$ cat src/rtl/melody_sequencer.sv
// rtl/melody_sequencer.sv - table-driven note scheduler feeding the buzzer square-wave toggler
// Define MELODY_GAP_EN to insert GAP_TICKS silent ticks after every sounding note.
module melody_sequencer #(
  parameter int DEPTH     = 16,
  parameter int TICK_DIV  = 500000,
  parameter int GAP_TICKS = 2,
  localparam int AW       = $clog2(DEPTH)
) (
  input  logic          mclk,
  input  logic          rst_n,
  input  logic          start,
  input  logic          stop,
  input  logic          loop_en,
  input  logic [AW-1:0] last_idx,
  input  logic          wr_en,
  input  logic [AW-1:0] wr_addr,
  input  logic [27:0]   wr_data,
  output logic [19:0]   half_period,
  output logic          tone_on,
  output logic [AW-1:0] note_idx,
  output logic          busy,
  output logic          done
);

  localparam int PW = (TICK_DIV > 1) ? $clog2(TICK_DIV) : 1;
  localparam logic [PW-1:0] PRESC_MAX = PW'(TICK_DIV - 1);

  if (DEPTH < 2 || (DEPTH & (DEPTH - 1)) != 0) begin : g_bad_depth
    $error("DEPTH must be a power of two of at least 2");
  end
  if (TICK_DIV < 1) begin : g_bad_tick_div
    $error("TICK_DIV must be at least 1");
  end
  if (GAP_TICKS < 1 || GAP_TICKS > 256) begin : g_bad_gap_ticks
    $error("GAP_TICKS must be in 1..256");
  end

`ifdef MELODY_GAP_EN
  localparam logic [7:0] GAP_LOAD = 8'(GAP_TICKS - 1);
  typedef enum logic [1:0] {S_IDLE, S_FETCH, S_PLAY, S_GAP} state_t;
`else
  typedef enum logic [1:0] {S_IDLE, S_FETCH, S_PLAY} state_t;
`endif

  state_t          state, state_n;
  logic [PW-1:0]   presc, presc_n, presc_cnt;
  logic [7:0]      ticks, ticks_n, ticks_cnt;
  logic [19:0]     hp_n;
  logic            tone_n, busy_n, done_n;
  logic [AW-1:0]   idx_n;
  logic            advance, tick_end;

  logic [27:0]     table_mem [DEPTH];
  logic [19:0]     ent_hp;
  logic [7:0]      ent_dur;

  // Read uses the pre-edge contents, so a write during FETCH lands for the next fetch.
  always_ff @(posedge mclk) begin
    if (wr_en) begin
      table_mem[wr_addr] <= wr_data;
    end
  end

  assign ent_hp  = table_mem[note_idx][27:8];
  assign ent_dur = table_mem[note_idx][7:0];

  always_ff @(posedge mclk) begin
    if (!rst_n) begin
      state       <= S_IDLE;
      presc       <= '0;
      ticks       <= '0;
      half_period <= '0;
      tone_on     <= 1'b0;
      note_idx    <= '0;
      busy        <= 1'b0;
      done        <= 1'b0;
    end else begin
      state       <= state_n;
      presc       <= presc_n;
      ticks       <= ticks_n;
      half_period <= hp_n;
      tone_on     <= tone_n;
      note_idx    <= idx_n;
      busy        <= busy_n;
      done        <= done_n;
    end
  end

  always_comb begin
    state_n  = state;
    presc_n  = presc;
    ticks_n  = ticks;
    hp_n     = half_period;
    tone_n   = tone_on;
    idx_n    = note_idx;
    done_n   = 1'b0;
    advance  = 1'b0;
    tick_end = (presc == '0) && (ticks == 8'd0);

    // Shared duration timebase: prescaler wraps every TICK_DIV cycles, then a tick is consumed.
    if (presc == '0) begin
      presc_cnt = PRESC_MAX;
      ticks_cnt = ticks - 8'd1;
    end else begin
      presc_cnt = presc - 1'b1;
      ticks_cnt = ticks;
    end

    case (state)
      S_IDLE: begin
        if (start) begin
          state_n = S_FETCH;
          idx_n   = '0;
        end
      end
      S_FETCH: begin
        if (ent_dur == 8'd0) begin
          advance = 1'b1;
        end else begin
          state_n = S_PLAY;
          presc_n = PRESC_MAX;
          ticks_n = ent_dur - 8'd1;
          hp_n    = ent_hp;
          tone_n  = (ent_hp != 20'd0);
        end
      end
      S_PLAY: begin
        if (tick_end) begin
          tone_n = 1'b0;
`ifdef MELODY_GAP_EN
          if (half_period != 20'd0) begin
            state_n = S_GAP;
            presc_n = PRESC_MAX;
            ticks_n = GAP_LOAD;
          end else begin
            advance = 1'b1;
          end
`else
          advance = 1'b1;
`endif
        end else begin
          presc_n = presc_cnt;
          ticks_n = ticks_cnt;
        end
      end
`ifdef MELODY_GAP_EN
      S_GAP: begin
        if (tick_end) begin
          advance = 1'b1;
        end else begin
          presc_n = presc_cnt;
          ticks_n = ticks_cnt;
        end
      end
`endif
      default: state_n = S_IDLE;
    endcase

    if (advance) begin
      tone_n = 1'b0;
      if (note_idx != last_idx) begin
        idx_n   = note_idx + 1'b1;
        state_n = S_FETCH;
      end else if (loop_en) begin
        idx_n   = '0;
        state_n = S_FETCH;
      end else begin
        state_n = S_IDLE;
        done_n  = 1'b1;
      end
    end

    if (stop) begin
      state_n = S_IDLE;
      tone_n  = 1'b0;
      done_n  = 1'b0;
    end

    busy_n = (state_n != S_IDLE);
  end

endmodule

$ cat config.mk
export PLATFORM = sky130hd
export DESIGN_NAME = melody_sequencer
export DESIGN_NICKNAME = d
export VERILOG_FILES = /design/src/rtl/melody_sequencer.sv
export SDC_FILE = /design/constraint.sdc
export NUM_CORES = 1
export LEC_CHECK = 0
export BUFFER_PORTS_ARGS = -buffer_cell sky130_fd_sc_hd__clkbuf_2
export CAP_MARGIN = 30
export CORE_AREA = 2 2 195 197
export DETAILED_ROUTE_END_ITERATION = 6
export DIE_AREA = 0 0 197 199
export HOLD_SLACK_MARGIN = 0.05
export PLACE_DENSITY = 0.68
export SLEW_MARGIN = 0
export SYNTH_ARGS = -nofsm -noshare
export SYNTH_HDL_FRONTEND = slang
export SYNTH_SLANG_ARGS = --single-unit
$ cat constraint.sdc
create_clock -name mclk -period 6.2 [get_ports mclk]
set_input_delay 1.55 -clock mclk [delete_from_list [all_inputs] [get_ports mclk]]
set_output_delay 1.55 -clock mclk [all_outputs]
set_load 0.1 [all_outputs]
==> flow_summary.yaml <==
status:
  status: "finished clean"
worst_setup_path:
  crit_chain: "buf_4 > and2_2 > a221oi_1 > o21ai_0 > nand4_1 > nor4_1 > nand4_1 > nand3_1 > a211oi_1"
  worstPathRequired_ns: 6.65
  arrival_ns: 4.52
  critical_path_class: "flop to flop"
  crit_path_frequent_cell: "nand4_1"
  worstPathMaxFanout: 42
  r2r_setup_slack_ns: 2.14
  crit_path_top_delay_cell: "and2_2"
  path_delay_family: "simple AND/OR/NAND/NOR gates"
  crit_path_end_kind: "flop"
  worstSetupStartpointType: "flop"
  critical_path.max_stage_delay_ns: 0.85
  cp_num_buf_inv: 1
place:
  placed_cells: 1685
  post-place-ws_ns: 2.14
  io_buffer_count: 68
  gp_congestion: 0.814
  hpwl_mm: 26.2
synthesis:
  yosys_warnings: 0
  synth_ff_type: "edfxtp_1"
  ys_ff_latch: 504
  yosys.cell_types.count: 73
  synth_area_sq_um: 20200
  synthCells: 1178
  synth_edf_count: 448
  synth-async-reset-ratio_pct: 0
  synth-seq-area-share_pct: 72.3
  syn_nets: 1228
  synth.avg_cell_area_sq_um: 17.1
drt:
  top_layer: "met5"
  postRouteAntennaNets: 0
  firstDrtPassIters: 5
  dr.first_iter.drc_count: 1102
  vias_per_cell: 6.19
  dr_wl_met3_mm: 3.01
  wl_per_cell_um: 25.3
  drcViolationCount: 0
  wl_met1_mm: 19.8
  vias: 11000
  met2_length_mm: 21.7
  wl_mm: 45.1
clocking:
  numCtsBuffers: 52
  cts-htree-levels: 2
  clock_latency_ns: 0.60
  post_cts_buffers: 0
  ctsResizeCount: 0
  cts_tree: "built"
  clockBufferDepth: 3
  clkTransAtPathRegs_ns: 0.06
  cts.sinks: 504
  cts_root_buf: "clkbuf_16"
  ctsHoldBuffers: 0
floorplanning:
  num_io_pins: 69
  core_sq_um: 37100
  die_y_um: 199
  die_x_um: 197
  row_count: 71
  dieArea_sq_um: 39200
  initial_core_util_pct: 54.3
layout:
  final_cells: 1781
  drive_gt1_share_pct: 21.6
  area_delta_synth_final_pct: 13.2
  antenna_cells: 0
  fin_nets: 1316
grt:
  grt_pass1_wl_mm: 67.7
  grt_pass1_vias: 10900
  grt_overflow_total: 0
  grt_max_degree: 55
  track_usage_pct: 23.6
  antenna_found_initial: 1
sta:
  maxSlewViolCount: 0
  slew_headroom_pct: 33.7
  setup_viol: 0
  hold_slack_ns: 0.454
  hold_violations: 0
  finClkSkew_ns: 0.0254
  worst_pin_slew_ns: 0.995
  worst_slack_ns: 2.14
  rsz0062_at_grt: "no"
  tns_ns: 0
  fmax_mhz: 246
  layout_min_cycle_time_ns: 4.06
  period_share_pct: 65.5
flow_run:
  maxCapViolations: 0
hold_path:
  hold_class: "flop to flop"
power:
  peakVddDrop_uv: 244
  total_power_mw: 7.10
  p_leak_nw: 7.23
  p_per_area_nw_per_um2: 311
flip-flops by register name, summed over array words and instances, names as in the netlist:
signal       flops
busy             1
half_period     20
presc           19
table_mem      448
done             1
tone_on          1
note_idx         4
ticks            8
state            2
cells by family after synthesis:
logic type | count (synthesis) | share of synthesized area (%)
buf+inv | 75 | 2.00
flops | 504 | 72.3
fa+ha+maj | 8 | 0.496
mux | 167 | 12.4
simple gates | 233 | 5.72
xor+xnor | 7 | 0.304
compound gates | 184 | 6.78
Yosys cell counts (3+ instances only):
library cell / count / area share (%)
and3_1: 7 / 0.22
nand3_1: 18 / 0.45
buf_4: 12 / 0.45
dfxtp_1: 56 / 5.6
o211a_1: 3 / 0.15
buf_6: 8 / 0.45
clkbuf_1: 28 / 0.52
a311oi_1: 9 / 0.39
or3_1: 6 / 0.19
inv_1: 12 / 0.22
nand4_1: 6 / 0.19
ha_1: 8 / 0.50
xor2_1: 3 / 0.13
xnor2_1: 4 / 0.17
or2_2: 3 / 0.093
edfxtp_1: 448 / 67
o31a_1: 5 / 0.22
nor3_1: 26 / 0.65
o21a_1: 3 / 0.11
nor2_1: 71 / 1.3
a22oi_1: 25 / 0.93
nor4_1: 8 / 0.25
nand2b_1: 8 / 0.25
o22ai_1: 3 / 0.093
nor2b_1: 5 / 0.16
mux2i_1: 93 / 4.6
a221oi_1: 42 / 1.8
mux4_2: 66 / 7.4
o221a_2: 5 / 0.28
o21ai_0: 32 / 0.79
mux2_2: 8 / 0.45
a21o_1: 3 / 0.11
a21oi_1: 24 / 0.60
nand2_1: 56 / 1.0
buf_2: 13 / 0.32
cell type report:
class	instances	area (sq um)
Multi-Input combinational cell	599	5320
Inverter	13	48.8
Tap cell	474	593
Fill cell	2677	14300
Clock inverter	24	225
Sequential cell	504	14600
Timing Repair Buffer	96	648
Clock buffer	71	1400
layer usage:
metal / vias to the layer above / track usage (%)
li1: 4956 / -
met1: 5620 / 34.4
met2: 394 / 37.4
met3: 48 / 4.51
met4: 2 / 5.32
met5: - / 0
report_power, final:
part,switching [mW],leakage (nW),internal (mW)
clock network,1.26,0.792,1.71
registers,0.0310,4.51,3.77
logic,0.236,1.93,0.0872
final timing paths:
path                     from       end  cells past startpoint
hold reg to reg      ticks[7]  ticks[7]                      2
setup reg to reg  note_idx[1]   tone_on                      9
hold / removal       ticks[7]  ticks[7]                      2
setup / recovery  note_idx[1]   tone_on                      9
layout by cell type (no fill, tap or decap), types with 24 or more instances in the layout:
cell type / n
a21oi_1: 24
a221oi_1: 42
a22oi_1: 25
clkbuf_16: 52
clkbuf_2: 68
dfxtp_1: 52
edfxtp_1: 448
mux2i_1: 93
mux4_2: 66
nand2_1: 56
nor2_1: 59
o21ai_0: 32
through the flow:
stage / util (%) / area (sq um)
after floorplan: - / 20200
after global placement: 56.8 / 21100
after detailed placement: 57.0 / 21200
after CTS: 61.4 / 22800
after global routing: 61.5 / 22800
final: 61.5 / 22800
worst reg2reg max path, cell delays in order (launching register included):
cell and delay [ns]:
dfxtp_4 0.73, buf_4 0.45, and2_2 0.85, a221oi_1 0.29, o21ai_0 0.28, nand4_1 0.20, nor4_1 0.52, nand4_1 0.33
nand3_1 0.19, a211oi_1 0.09
Power figures use the tool's default switching activity.
